===== src/rtl/fetch_pkg.sv =====
// Shared definitions for the instruction fetch controller: FSM states,
// instruction size and the fetch-address legality check.
package fetch_pkg;

    typedef enum logic [1:0] {
        ST_IDLE  = 2'd0,
        ST_RUN   = 2'd1,
        ST_FAULT = 2'd2
    } fetch_state_e;

    localparam int unsigned INSN_BYTES      = 4;
    localparam logic [31:0] IMEM_FAULT_DATA = 32'hFFFF_FFFF;

    // A PC is unfetchable if it is not word aligned or lies past the last word.
    function automatic logic pc_is_bad(input logic [63:0] pc, input int unsigned words);
        return (pc[1:0] != 2'b00) || (pc[63:2] >= 62'(words));
    endfunction

endpackage


===== src/rtl/fetch_out_buffer.sv =====
// One-entry valid/ready output register with flush; holds the most recently
// fetched instruction and its byte address until the consumer accepts it.
module fetch_out_buffer
    import fetch_pkg::*;
(
    input  logic        clk,
    input  logic        rst_n,
    input  logic        flush_i,
    input  logic        load_i,
    input  logic [31:0] inst_i,
    input  logic [63:0] pc_i,
    input  logic        ready_i,
    output logic        valid_o,
    output logic [31:0] inst_o,
    output logic [63:0] pc_o
);

    logic        valid_q, valid_d;
    logic [31:0] inst_q,  inst_d;
    logic [63:0] pc_q,    pc_d;

    // Flush wins over load; a plain accept empties the entry.
    always_comb begin
        valid_d = valid_q;
        inst_d  = inst_q;
        pc_d    = pc_q;
        if (flush_i) begin
            valid_d = 1'b0;
        end else if (load_i) begin
            valid_d = 1'b1;
            inst_d  = inst_i;
            pc_d    = pc_i;
        end else if (valid_q && ready_i) begin
            valid_d = 1'b0;
        end
    end

    always_ff @(posedge clk or negedge rst_n) begin
        if (!rst_n) begin
            valid_q <= 1'b0;
            inst_q  <= '0;
            pc_q    <= '0;
        end else begin
            valid_q <= valid_d;
            inst_q  <= inst_d;
            pc_q    <= pc_d;
        end
    end

    assign valid_o = valid_q;
    assign inst_o  = inst_q;
    assign pc_o    = pc_q;

endmodule


===== src/rtl/fetch_controller.sv =====
// Sequential instruction fetch controller with redirect, back-pressure and
// out-of-range / misaligned fetch fault latching.
module fetch_controller
    import fetch_pkg::*;
#(
    parameter logic [63:0] RESET_PC   = 64'd0,
    parameter int unsigned IMEM_WORDS = 32
) (
    input  logic        clk,
    input  logic        rst_n,
    input  logic        start,
    input  logic        redirect_valid,
    input  logic [63:0] redirect_pc,
    output logic [63:0] imem_addr,
    input  logic [31:0] imem_data,
    output logic        out_valid,
    input  logic        out_ready,
    output logic [31:0] out_inst,
    output logic [63:0] out_pc,
    output logic        fault,
    output logic [63:0] fault_pc
);

    fetch_state_e state_q, state_d;
    logic [63:0]  pc_q, pc_d;
    logic         fault_q, fault_d;
    logic [63:0]  fault_pc_q, fault_pc_d;

    logic         buf_valid;
    logic         buf_load;
    logic         buf_flush;
    logic         slot_free;
    logic         pc_bad;
    logic [31:0]  fetch_data;

    assign imem_addr  = {2'b00, pc_q[63:2]};
    assign slot_free  = !buf_valid || out_ready;
    assign pc_bad     = pc_is_bad(pc_q, IMEM_WORDS);
    assign fetch_data = pc_bad ? IMEM_FAULT_DATA : imem_data;

    // Redirect overrides every state; otherwise RUN fetches whenever the
    // output slot is free or being emptied this cycle.
    always_comb begin
        state_d    = state_q;
        pc_d       = pc_q;
        fault_d    = fault_q;
        fault_pc_d = fault_pc_q;
        buf_load   = 1'b0;
        buf_flush  = 1'b0;

        if (redirect_valid) begin
            buf_flush = 1'b1;
            pc_d      = redirect_pc;
            fault_d   = 1'b0;
            state_d   = start ? ST_RUN : ST_IDLE;
        end else begin
            unique case (state_q)
                ST_IDLE: begin
                    if (start) begin
                        state_d = ST_RUN;
                    end
                end
                ST_RUN: begin
                    if (!start) begin
                        state_d = ST_IDLE;
                    end else if (slot_free) begin
                        if (pc_bad) begin
                            state_d    = ST_FAULT;
                            fault_d    = 1'b1;
                            fault_pc_d = pc_q;
                            buf_flush  = 1'b1;
                        end else begin
                            buf_load = 1'b1;
                            pc_d     = pc_q + 64'(INSN_BYTES);
                        end
                    end
                end
                ST_FAULT: begin
                    state_d = ST_FAULT;
                end
                default: begin
                    state_d = ST_IDLE;
                end
            endcase
        end
    end

    always_ff @(posedge clk or negedge rst_n) begin
        if (!rst_n) begin
            state_q    <= ST_IDLE;
            pc_q       <= RESET_PC;
            fault_q    <= 1'b0;
            fault_pc_q <= '0;
        end else begin
            state_q    <= state_d;
            pc_q       <= pc_d;
            fault_q    <= fault_d;
            fault_pc_q <= fault_pc_d;
        end
    end

    fetch_out_buffer u_out_buffer (
        .clk     (clk),
        .rst_n   (rst_n),
        .flush_i (buf_flush),
        .load_i  (buf_load),
        .inst_i  (fetch_data),
        .pc_i    (pc_q),
        .ready_i (out_ready),
        .valid_o (buf_valid),
        .inst_o  (out_inst),
        .pc_o    (out_pc)
    );

    assign out_valid = buf_valid;
    assign fault     = fault_q;
    assign fault_pc  = fault_pc_q;

endmodule


===== config.mk =====
export PLATFORM = sky130hd
export DESIGN_NAME = fetch_controller
export DESIGN_NICKNAME = d
export VERILOG_FILES = /design/src/rtl/fetch_pkg.sv /design/src/rtl/fetch_out_buffer.sv /design/src/rtl/fetch_controller.sv
export SDC_FILE = /design/constraint.sdc
export NUM_CORES = 1
export LEC_CHECK = 0
export CORE_AREA = 3 3 141 143
export DETAILED_ROUTE_END_ITERATION = 16
export DIE_AREA = 0 0 144 146
export PLACE_DENSITY = 0.84
export SYNTH_ARGS = -nofsm -noshare
export SYNTH_HDL_FRONTEND = slang
export SYNTH_SLANG_ARGS = --single-unit

===== constraint.sdc =====
create_clock -name clk -period 6.1 [get_ports clk]
set_clock_uncertainty 0.1 [all_clocks]
set_input_delay 1.83 -clock clk [delete_from_list [all_inputs] [get_ports clk]]
set_output_delay 1.83 -clock clk [all_outputs]
set_load 0.005 [all_outputs]

==> flow_summary.yaml, run 1 <==
outcome:
  status: "completed"
synth:
  synthMuxAreaShare_pct: 20.1
  netlist_instances: 605
  synth-seq-cells: 228
  synthFlopType: "dfrtp_1"
  synth_top_family_by_area: "multiplexers"
  yosysWarnings: 0
  synth-edff-count: 0
  ys_types: 34
  synth-adder-area-share_pct: 0.280
  synth-xor-area-share_pct: 0
  syn-mean-instance-area_sq_um: 14.7
  synth_simple_gate_area_share_pct: 7.21
  ys_seq_area_share_pct: 63.9
  synth_compound_area_share_pct: 1.15
  synthArstFlopShare_pct: 100
  synth_area_sq_um: 8920
setup_path:
  worstSetupStartpointType: "input port"
  worstPathCellList: "clkdlybuf4s50_1 -> nand2b_1 -> and4b_1 -> nand3_4 -> mux2_1"
  crit_type: "input port to register"
  cp.depth: 5
  cp-end-kind: "register"
  critPathBufInv: 1
  path_delay_family: "simple AND/OR/NAND/NOR gates"
  required_ns: 6.37
  slowest_delay_ns: 0.77
  cp.arrival_ns: 4.37
  cp_max_fo: 65
  r2r_cells: 5
  crit_path_top_delay_cell: "nand3_4"
detailed_routing:
  routed-via-count: 5583
  first_pass_iters: 4
  via_per_inst: 4.99
  post-route-drc-count: 0
  wl_mm: 21.1
  drt_first_iter_violations: 173
  avgRoutedWirePerCell_microns: 18.8
  ant_nets: 0
timing:
  fin_tns_setup_ns: 0
  slew_headroom_pct: 32.6
  min_period_ns: 4.10
  finalSetupViolations: 0
  worst_pin_slew_ns: 1.01
  rsz0062_at_grt: "no"
  final_max_slew_viol_count: 0
  max_freq_mhz: 244
  hold_viol: 0
  fin_crit_sh_pct: 67.2
finish:
  final_common_cell: "clkdlybuf4s50_1"
  fill_cells: 1325
  final_cell_mix: "322 x clkdlybuf4s50_1, 228 x dfrtp_1, 94 x mux2_2"
  layoutNonFillerInstCount: 1119
  layout-drive-gt1-share_pct: 15.9
  area_delta_synth_final_pct: 42.4
  diodes: 0
  finalNetCount: 971
global_route:
  grt_overflow: 0
  grt_pass1_wl_mm: 33.2
  grt_pass1_vias: 5874
  antenna_found_initial: 0
  grt_usage_pct: 19.8
  grt_max_degree: 138
floorplan:
  fp.dieW_microns: 144
  start_util_pct: 47.7
  fp.coreArea_sq_um: 18700
  dieArea_sq_um: 21000
  die_y_microns: 146
  io_pins: 327
  rows: 50
clock_tree:
  clk_latency_ns: 0.50
  clockRootBuffer: "clkbuf_16"
  cts-htree-levels: 1
  numCtsBuffers: 24
  cts.sinks: 228
  tritoncts: "done"
  hold_buffers: 0
  clkTransAtPathRegs_ns: 0.06
  post_cts_resized: 0
  clk_path_buf_depth: 3
  cts_setup_buffers: 0
power_and_ir_drop:
  power.density_nw_per_um2: 313
  p_leak_nw: 5.60
  p_total_mw: 3.98
  ir_drop_mv: 0.218
worst_hold_path:
  hold_depth: 1
  hold_class: "register to register"
placement:
  port_buffers: 324
  dp_cells: 1076
  dpl.hpwl_mm: 14.6
  gp_congestion: 0.784
flow_run:
  drv_cap: 0
==> sequential cells by signal, indices dropped and copies added (netlist names) <==
signal and cells:
u_out_buffer.valid_o 1, u_out_buffer.inst_o 32, state_q 2, fault 1, u_out_buffer.pc_o 64, pc_q 64, fault_pc 64
==> report_power, final <==
| group | internal (mW) | switching [mW] |
|---|---|---|
| Clock | 0.949 | 0.572 |
| Combinational | 0.448 | 0.209 |
| Sequential | 1.68 | 0.120 |
==> metrics by stage <==
stage	setup slack [ns]	util (%)	area (sq um)	hold WS, ns
global route	1.79	67.9	12700	0.394
detailed placement	1.45	63.4	11900	0.370
finish	2.00	67.9	12700	0.380
floorplan	2.74	-	8930	0.378
global placement	1.50	63.4	11900	0.368
CTS	1.97	67.9	12700	0.386
==> cell type report <==
cell class	count	area [sq um]	share of cell area, %
inverters	4	15.0	0.118
well taps	234	293	2.30
clock buffers	36	727	5.72
flip-flops and latches	228	5710	44.9
clock inverters	7	114	0.896
multi-input cells	283	2580	20.3
repair buffers	327	3280	25.8
==> worst paths after layout <==
check / start / to / slack, ns
max in group asynchronous: rst_n / pc_q[34] / 3.52
min reg2reg: u_out_buffer.pc_o[33] / u_out_buffer.pc_o[33] / 0.38
min: u_out_buffer.pc_o[33] / u_out_buffer.pc_o[33] / 0.38
max reg2reg: pc_q[14] / fault_pc[10] / 2.69
max: out_ready / fault_pc[23] / 2.00
min in group asynchronous: rst_n / u_out_buffer.pc_o[50] / 1.33
==> kinds of logic (layout without fill, tap and decap cells) <==
logic type / after synthesis / count (layout)
and+or+nand+nor: 103 / 103
muxes: 159 / 159
AOI/OAI and AO/OA: 17 / 17
DFF: 228 / 228
other: 1 / 2
buffers and inverters: 95 / 374
adders and majority gates: 2 / 2
==> synthesized netlist by cell type (all sizes together) (2+ instances only) <==
library cell	number	share of area, %
dfrtp	228	64
mux2	159	20
buf	76	6.5
and2	59	4.1
clkbuf	15	0.63
nor4	15	1.1
a31oi	6	0.42
o21ai	6	0.34
nor2	5	0.21
inv	4	0.17
nand2	4	0.17
nand3	4	0.34
nand4	4	0.28
nand4b	3	0.29
a21oi	2	0.11
ha	2	0.28
nor3	2	0.11
==> per-layer routing <==
metal,wire length [microns],vias to the layer above,track usage (%)
li1,-,2543,-
met5,0,-,0
met1,8370,2799,24.7
met2,10500,209,33.6
met4,505,0,4.94
met3,1640,32,5.92
Note: power is estimated with default switching activity, not from simulation.
==> run 2: changes to the inputs <==
Settings changed: CORE_AREA 3 3 141 143 to 3 3 154 156, DIE_AREA 0 0 144 146 to 0 0 157 159, PLACE_DENSITY 0.84 to 0.75.
Clock period 6.1 ns to 3.55 ns, I/O delays scaled along.
==> run 2 against run 1 <==
Global-route usage down 2.3 points. Register-to-register slack got worse by 2.1 ns. Wire length increased by 5.2%. Critical path depth increased by 1. Core utilization down 11 points. Total power increased by 66%. Flip-flop and latch count unchanged. Cell area up 0.40%. Critical path type is now register to register. Largest cell class unchanged. Largest power group unchanged.
==> flow_summary.yaml, run 2 (synthesized netlist as in run 1, its figures left out) <==
flow_run:
  drv_cap: 0
power_and_ir_drop:
  p_seq_share_pct: 46.9
  p_leak_nw: 5.60
  ir_drop_mv: 0.356
  p_switching_mw: 1.55
  power.density_nw_per_um2: 517
  internal_power_mw: 5.04
  pwr-share-clk_pct: 35.7
  comb_power_share_pct: 17.3
  switching_share_pct: 23.5
setup_path:
  worstSetupStartpointType: "register"
  worstPathCellList: "nor4_1 -> nand4_1 -> or4_1 -> nand3_4 -> buf_12 -> mux2_1"
  crit_type: "register to register"
  slowest_delay_ns: 0.74
  cp.arrival_ns: 3.25
  cp-end-kind: "register"
  required_ns: 3.83
  cp_max_fo: 34
  crit_path_top_delay_cell: "or4_1"
clock_tree:
  post_cts_resized: 0
  clk_path_buf_depth: 3
  hold_buffers: 0
  numCtsBuffers: 25
  clockRootBuffer: "clkbuf_16"
  cts-htree-levels: 1
  cts.sinks: 228
  clkTransAtPathRegs_ns: 0.06
  tritoncts: "done"
  cts_setup_buffers: 0
  clk_latency_ns: 0.50
detailed_routing:
  via_per_inst: 4.78
  first_pass_iters: 4
  wl_mm: 22.2
  routed-via-count: 5615
  ant_nets: 0
  post-route-drc-count: 0
  avgRoutedWirePerCell_microns: 18.9
  drt_first_iter_violations: 182
timing:
  fin_crit_sh_pct: 83.6
  max_freq_mhz: 337
  min_period_ns: 2.97
  hold_viol: 0
  fin_ws_ns: 0.582
  finalSetupViolations: 0
  slew_headroom_pct: 40.7
  final_max_slew_viol_count: 0
  rsz0062_at_grt: "no"
  worst_pin_slew_ns: 0.890
  fin_tns_setup_ns: 0
placement:
  dpl.hpwl_mm: 15.6
  dpl_worst_slack_ns: 0.508
  port_buffers: 324
  gp_congestion: 0.774
floorplan:
  start_util_pct: 39.6
  fp.dieW_microns: 157
  dieArea_sq_um: 25000
  io_pins: 327
  rows: 55
  die_y_microns: 159
  fp.coreArea_sq_um: 22500
global_route:
  grt_usage_pct: 17.5
  antenna_found_initial: 1
  grt_pass1_vias: 6026
  grt_overflow: 0
  grt_max_degree: 97
  grt_pass1_wl_mm: 35.2
finish:
  multiInputGateArea_sq_um: 2580
  fill_cells: 1846
  area_delta_synth_final_pct: 43.0
  layout-drive-gt1-share_pct: 16.1
  diodes: 0
  finalNetCount: 977
  final_cell_mix: "322 x clkdlybuf4s50_1, 228 x dfrtp_1, 94 x mux2_2"
  final_common_cell: "clkdlybuf4s50_1"
  regArea_sq_um: 5710
outcome:
  status: "completed"
worst_hold_path:
  hold_class: "register to register"
[run 2: cell count changes in the layout (fill, tap and decap cells not counted), sizes merged]
| cell | before | now |
|---|---|---|
| bufinv | 3 | 0 |
| inv | 5 | 4 |
| buf | 5 | 10 |
| clkinv | 3 | 6 |
[run 2: metrics by stage]
stage	hold slack [ns]	power [mW]	area (sq um)	cells	utilization (%)
after floorplan	0.378	3.50	8930	606	-
after global placement	0.369	4.27	12000	1132	53.4
after detailed placement	0.370	4.30	12000	1132	53.4
after CTS	0.387	6.71	12800	1174	56.7
after global routing	0.396	6.91	12800	1174	56.7
final	0.381	6.59	12800	1174	56.7
[run 2: final cells by class]
type	instances	area share [%]
Multi-Input combinational cell	283	20.2
Inverter	4	0.118
Clock inverter	6	0.265
Timing Repair Buffer	332	26.4
Clock buffer	36	5.54
Tap cell	285	2.79
Sequential cell	228	44.7
[run 2: power by group through the flow]
stage | logic, mW | registers (mW) | clock network, mW
finish | 1.14 | 3.09 | 2.35
global route | 1.23 | 3.14 | 2.55
CTS | 1.17 | 3.10 | 2.44
detailed placement | 1.16 | 3.14 | 0
global placement | 1.14 | 3.13 | 0
floorplan | 0.389 | 3.11 | 0
[run 2: path summary, 6_finish.rpt]
path                       cells past startpoint  slack [ns]             startpoint                    end
max in group asynchronous                      2        2.08                  rst_n  u_out_buffer.pc_o[23]
max reg2reg                                    6        0.58               pc_q[13]           fault_pc[55]
min reg2reg                                    1        0.38  u_out_buffer.pc_o[16]  u_out_buffer.pc_o[16]
min                                            1        0.38  u_out_buffer.pc_o[16]  u_out_buffer.pc_o[16]
min in group asynchronous                      1        0.40                  rst_n               pc_q[42]
max                                            6        0.58               pc_q[13]           fault_pc[55]
[run 2: critical path: cells and delay by family, from the launching register on]
kind,cells,cell delay [ns]
flops,1,0.43
mux,1,0.35
buf+inv,1,0.22
simple gates,4,1.70
[run 2: layer usage]
layer	share of wire (%)	global-route usage, %	wire length [microns]	up-vias
met5	0.059	0	13	-
met2	49	28.8	10800	209
li1	-	-	-	2550
met3	7.2	4.81	1600	40
met1	41	22.8	9130	2814
met4	2.8	5.13	629	2
==> RTL change 1 (flow settings as in run 2) <==
`pc_q` no longer has a reset.
--- a/src/rtl/fetch_out_buffer.sv
+++ b/src/rtl/fetch_out_buffer.sv
@@ -41,3 +41,2 @@
             inst_q  <= '0;
-            pc_q    <= '0;
         end else begin
@@ -45,4 +44,7 @@
             inst_q  <= inst_d;
-            pc_q    <= pc_d;
         end
+    end
+
+    always_ff @(posedge clk) begin
+        pc_q <= pc_d;
     end
Function: differs if rst_n is asserted again (counterexample within 4 cycles, from zero or initial values and one cycle with rst_n low); with rst_n held inactive, the same outputs for 4 cycles.
==> RTL change 1 against run 2 <==
- final area up 1.1%
- sequential cell count unchanged
- area after synthesis down 0.52%
- first-iteration DRC count up 12%
- worst setup slack worse by 0.23 ns
- routed wire length up 0.19%
- via count down 2.6%
- power up 5.7%
==> RTL change 1: results (changes against run 2) <==
The run finished with clean final reports. The commonest cells after synthesis are dfrtp_1, mux2_2, buf_4, edfxtp_1, mux2_4. The count of yosys warnings during synthesis was 0 (unchanged). The number of CTS-inserted buffers was 24 (-4.0%); the number of cells in the finished layout apart from fillers was 1127 (-4.0%).

The fraction of layout instances using a drive strength above 1 is 0.2589 (+0.09805), and the average size of a mapped cell is 16.53 µm² (+12%). The maximum number of pins on one net before global-route repair is 71 (-27%), and the headroom to the max-slew limit is 0.5518 (+0.1452). The number of buffers inserted by port buffering is 324 (unchanged), and the first-pass GRT wire length is 33950 µm (-3.5%). The run gives 204 (+12%) as the number of DRC violations after detailed-routing iteration 0. The logs give 4 (unchanged) for the count of TritonRoute iterations in the first routing pass and 0.2846 ns (-0.2232 ns) for the pre-CTS worst setup slack. The tools report the origin of the worst min-delay path as pc_q[1]$_DFFE_PN0P_.

The routed wire length was 22200 µm (+0.19%); the cell leakage power was 5.276 nW (-5.8%). The final setup TNS is 0 ns (unchanged), and the stage delay of the slowest cell on the critical path is 0.59 ns (-0.15 ns). The tools report the initial antenna violation count as 0 (-1). The tools report the first element of the critical path as pc_q[42]$_DFFE_PN0P_. The cell-internal power was 5.377 mW (+6.7%).

The via count of the first global-routing pass was 5755 (-4.5%). The clock distribution power was 2.52 mW (+7%); the ratio of final minimum period to clock period was 0.9016 (+0.06560). The number of instances on the worst hold path was 0 (-1); the data arrival time of the critical path was 3.48 ns (+0.23 ns).

The endpoint identified for the worst register-to-register timing path is u_out_buffer.inst_o[14]$_DFFE_PN0P_. The run gives 1 (unchanged) as the CTS H-tree depth. The number of setup buffers added after CTS is 0 (unchanged), and the flop-to-flop setup slack is 0.35 ns (-0.23 ns). For the power attributed to sequential cells, the log shows 3.23 mW (+5%).

The run gives 0.7992 (+3.3%) as the routability congestion estimate. The tools report the post-synthesis cell type count as 32 (-5.9%). The half-perimeter wire length after detailed placement was 15850 µm (+1.4%); the count of instances resized after the clock tree is built was 0 (unchanged).

The area after detailed placement was 0.01208 mm² (+0.47%); the maximum vdd drop was 0.0002210 V (-38%). The cell type of the slowest stage on the worst timing path is or4_1. The share of synthesized area occupied by flip-flops and latches was 0.6789 (+0.03942).

The tree is rooted in a clkbuf_16. The portion of total power attributed to sequential cells was 0.463 (-0.006); the total number of nets in the final design was 927 (-5.1%). The number of enable flip-flop cells after synthesis works out to 64 (+64). Insertion delay of the later-clocked pin in the worst-skew pair: 0.50 ns (about the same). The setup path with the least slack is of type flip-flop to flip-flop. The fraction of synthesis flops using an asynchronous set or reset pin was 0.7193 (-0.2807).

The detailed-route vias per instance was 4.852 (+1.4%); the number of inserted filler cells in the final layout was 1793 (-2.9%). The global-route total usage across every layer was 0.1715 (-0.003833). Ranked by total cell area, the synthesized netlist is headed by dfrtp_1, edfxtp_1, mux2_2.
==> RTL change 1: routing by layer <==
metal / GRT usage / wire length, µm / vias up
li1: - / - / 2439
met1: 0.2126 / 8934 / 2764
met2: 0.3002 / 11180 / 228
met3: 0.04240 / 1612 / 37
met4: 0.04178 / 471 / 0
met5: 0 / 0 / -
==> RTL change 1: cells by family (layout without fill, tap and decap cells) <==
| kind of cell | after synthesis | count (layout) | share of synthesized area |
|---|---|---|---|
| compound gates | 18 | 18 | 0.01226 |
| flops | 228 | 228 | 0.6789 |
| mux | 155 | 155 | 0.2079 |
| simple gates | 43 | 43 | 0.02819 |
| other cells | 1 | 2 | 0.0004225 |
| buf+inv | 90 | 394 | 0.06949 |
| fa+ha+maj | 2 | 2 | 0.002819 |
==> RTL change 1: final cells by class <==
class	count	area (µm²)	share of cell area
repair buffers	344	3427	0.2658
multi-input cells	220	2240	0.1737
flip-flops and latches	228	6026	0.4673
clock inverters	6	31.28	0.002426
well taps	285	356.6	0.02765
clock buffers	38	788.3	0.06113
inverters	6	26.28	0.002038
==> RTL change 1: worst min path at each step <==
stage                                     endpoint  slack, ns
3_5_place_dp   u_out_buffer.inst_o[20]$_DFFE_PN0P_       0.39
6_report            u_out_buffer.pc_o[1]$_DFFE_PP_       0.40
5_1_grt                   fault_pc[55]$_DFFE_PN0P_       0.41
2_1_floorplan       u_out_buffer.pc_o[0]$_DFFE_PP_       0.36
4_1_cts                   fault_pc[55]$_DFFE_PN0P_       0.41
3_3_place_gp               fault_pc[5]$_DFFE_PN0P_       0.39
==> RTL change 1: worst reg2reg max path, delay by kind of cell, from the launching register on <==
| kind | cells | cell delay [ns] |
|---|---|---|
| simple gates | 4 | 1.88 |
| flops | 1 | 0.41 |
| mux | 1 | 0.38 |
| buf+inv | 1 | 0.32 |
==> RTL change 2 (config.mk and constraints of run 2) <==
Made on the original files. The parameter `IMEM_WORDS` goes from 32 to 24.
--- a/src/rtl/fetch_controller.sv
+++ b/src/rtl/fetch_controller.sv
@@ -6,3 +6,3 @@
     parameter logic [63:0] RESET_PC   = 64'd0,
-    parameter int unsigned IMEM_WORDS = 32
+    parameter int unsigned IMEM_WORDS = 24
 ) (
Formal check against the unedited RTL: not equivalent (Yosys sat finds a counterexample within 4 cycles, from zero or initial values and one cycle with rst_n low).
==> RTL change 2 against run 2 <==
- routed wire length grew 0.15%
- clock power grew 6%
- cell count about the same
- area after synthesis shrank 0.32%
- worst setup slack improved by 0.20 ns
- power increased by 3.3%
- final area increased by 0.76%
- utilization up 0.43 points
- sequential cell count stayed put
- critical endpoint is now u_out_buffer.inst_o[30]$_DFFE_PN0P_
==> RTL change 2: results (changes against run 2) <==
The run gives 0 (unchanged) as the count of yosys warnings during synthesis. For the pre-CTS worst setup slack, the log shows 0.5072 ns (-0.0005290 ns). The tree is rooted in a clkbuf_16. The post-synthesis cell type count was 37 (+8.8%); the number of buffers on the longest clock path was 3 (unchanged). The fraction of synthesis flops using an asynchronous set or reset pin is 1.000 (unchanged). The number of buffers inserted by port buffering is 324 (unchanged). The headroom to the max-slew limit is 0.4088 (+0.002253), and the number of instances on the worst hold path is 1 (unchanged). Routed wire length: 22200 µm (+0.15%).

The path class of the tightest hold or removal check is flip-flop to flip-flop. The run gives 1 (unchanged) as the CTS H-tree depth. The flow ran to the end, and the final reports show no timing, DRC or antenna violations.

The logs give 3.07 ns (-0.18 ns) for the data arrival time of the critical path and 97 (unchanged) for the maximum number of pins on one net before global-route repair. For the total instance count after detailed placement, the log shows 1131 (-0.088%). The tools report the count of TritonRoute iterations in the first routing pass as 4 (unchanged). The via count of the first global-routing pass was 6065 (+0.65%); the total number of nets in the final design was 975 (-0.20%). The switching share of power came out at 0.2357 (+0.0004035).

The initial antenna violation count came out at 1 (unchanged). The post-synthesis instance total is 599 (-0.99%). In the synthesized netlist, the cells that appear most often are dfrtp_1, mux2_2, buf_4, and2_1, clkbuf_1.

The maximum vdd drop came out at 0.0003307 V (-7.1%). The first-pass GRT wire length was 35590 µm (+1.1%). The logic depth of the worst register-to-register path works out to 7 (+1).

The global-route total usage across every layer is 0.1786 (+0.003240). The clock input transition at the sequential cells of the worst setup and hold paths was 0.06 ns (about the same); the area after detailed placement was 0.01206 mm² (+0.34%). The insertion delay of the later-clocked pin in the worst-skew pair was 0.52 ns (+0.02 ns). The highest fanout seen on the critical path works out to 96 (+180%). The final setup TNS came out at 0 ns (unchanged). The fraction of layout instances using a drive strength above 1 was 0.2407 (+0.07987). The number of CTS-inserted buffers came out at 24 (-4.0%). The share of synthesized area occupied by flip-flops and latches is 0.6415 (+0.002069). The logs give 15660 µm (+0.17%) for the half-perimeter wire length after detailed placement and 0 (unchanged) for the count of instances resized after the clock tree is built. The compound-cell area share of the yosys netlist was 0.01027 (-0.001229); the number of inserted filler cells in the final layout was 1806 (-2.2%). The portion of netlist area occupied by mux cells came out at 0.2037 (+0.003041).

The average routed wire per standard cell was 18.89 µm (about the same); the total via count in the routed design was 5578 (-0.66%). The number of setup buffers added after CTS was 0 (unchanged). The share of the synthesized netlist area taken by xor and xnor gates came out at 0 (unchanged). The area share of fa/ha/maj cells after synthesis is 0.002814 (+0.000009075), and the number of DRC violations after detailed-routing iteration 0 is 270 (+48%). For the routability congestion estimate, the log shows 0.7709 (-0.37%). The cell leakage power is 5.606 nW (+0.12%). In the post-synthesis netlist, the biggest area contributors are dfrtp_1, mux2_2, buf_4.
-- RTL change 2: cell types whose count changed after synthesis, moves of 4 or more --
cell,run 2,this run
buf_6,6,0
mux2_2,94,155
nor4_1,14,10
mux2_1,65,5
buf_2,5,10
-- RTL change 2: final timing paths --
path / from / slack (ns) / to
worst min register to register: u_out_buffer.pc_o[63]$_DFFE_PN0P_ / 0.38 / u_out_buffer.pc_o[63]$_DFFE_PN0P_
worst min-delay path: u_out_buffer.pc_o[63]$_DFFE_PN0P_ / 0.38 / u_out_buffer.pc_o[63]$_DFFE_PN0P_
max in group asynchronous: rst_n / 2.18 / u_out_buffer.pc_o[50]$_DFFE_PN0P_
min in group asynchronous: rst_n / 0.41 / pc_q[47]$_DFFE_PN0P_
worst max-delay path: pc_q[19]$_DFFE_PN0P_ / 0.78 / u_out_buffer.inst_o[30]$_DFFE_PN0P_
worst max register to register: pc_q[19]$_DFFE_PN0P_ / 0.78 / u_out_buffer.inst_o[30]$_DFFE_PN0P_
-- RTL change 2: layout make-up --
class | count | area [µm²] | area share
tap | 285 | 356.6 | 0.02774
inverter | 4 | 15.01 | 0.001168
clock inverter | 7 | 77.57 | 0.006034
antenna | 1 | 2.502 | 0.0001946
multi-input combinational | 279 | 2608 | 0.2028
clock buffer | 36 | 715.7 | 0.05567
timing repair buffer | 335 | 3376 | 0.2626
sequential | 228 | 5705 | 0.4438
-- RTL change 2: power by group through the flow --
| stage | sequential (mW) | combinational (mW) | clock (mW) |
|---|---|---|---|
| after floorplan | 3.13 | 0.435 | 0 |
| after global placement | 3.15 | 1.22 | 0 |
| after detailed placement | 3.16 | 1.24 | 0 |
| after CTS | 3.12 | 1.25 | 2.56 |
| after global routing | 3.16 | 1.31 | 2.68 |
| final | 3.12 | 1.22 | 2.48 |
-- RTL change 2: layer usage --
| layer | vias to the layer above | GRT usage | share of wire |
|---|---|---|---|
| met4 | 0 | 0.05452 | 0.026 |
| met3 | 39 | 0.03968 | 0.063 |
| met2 | 188 | 0.2972 | 0.50 |
| met5 | - | 0 | 0 |
| met1 | 2802 | 0.2334 | 0.41 |
| li1 | 2549 | - | - |
-- RTL change 2: logic make-up after synthesis --
group	after synthesis
AO/OA/AOI/OAI	14
adder cells (fa/ha/maj)	2
buffers and inverters	93
flip-flops	228
multiplexers	161
other	1
AND/OR/NAND/NOR	100
-- RTL change 2: critical path, stage by stage, from the launching register on --
cell and delay, ns:
dfrtp_1 0.43, nor4_1 0.35, buf_4 0.19, nand4_1 0.21, nor4_4 0.60, nand3_4 0.14, buf_12 0.25, mux2_1 0.35
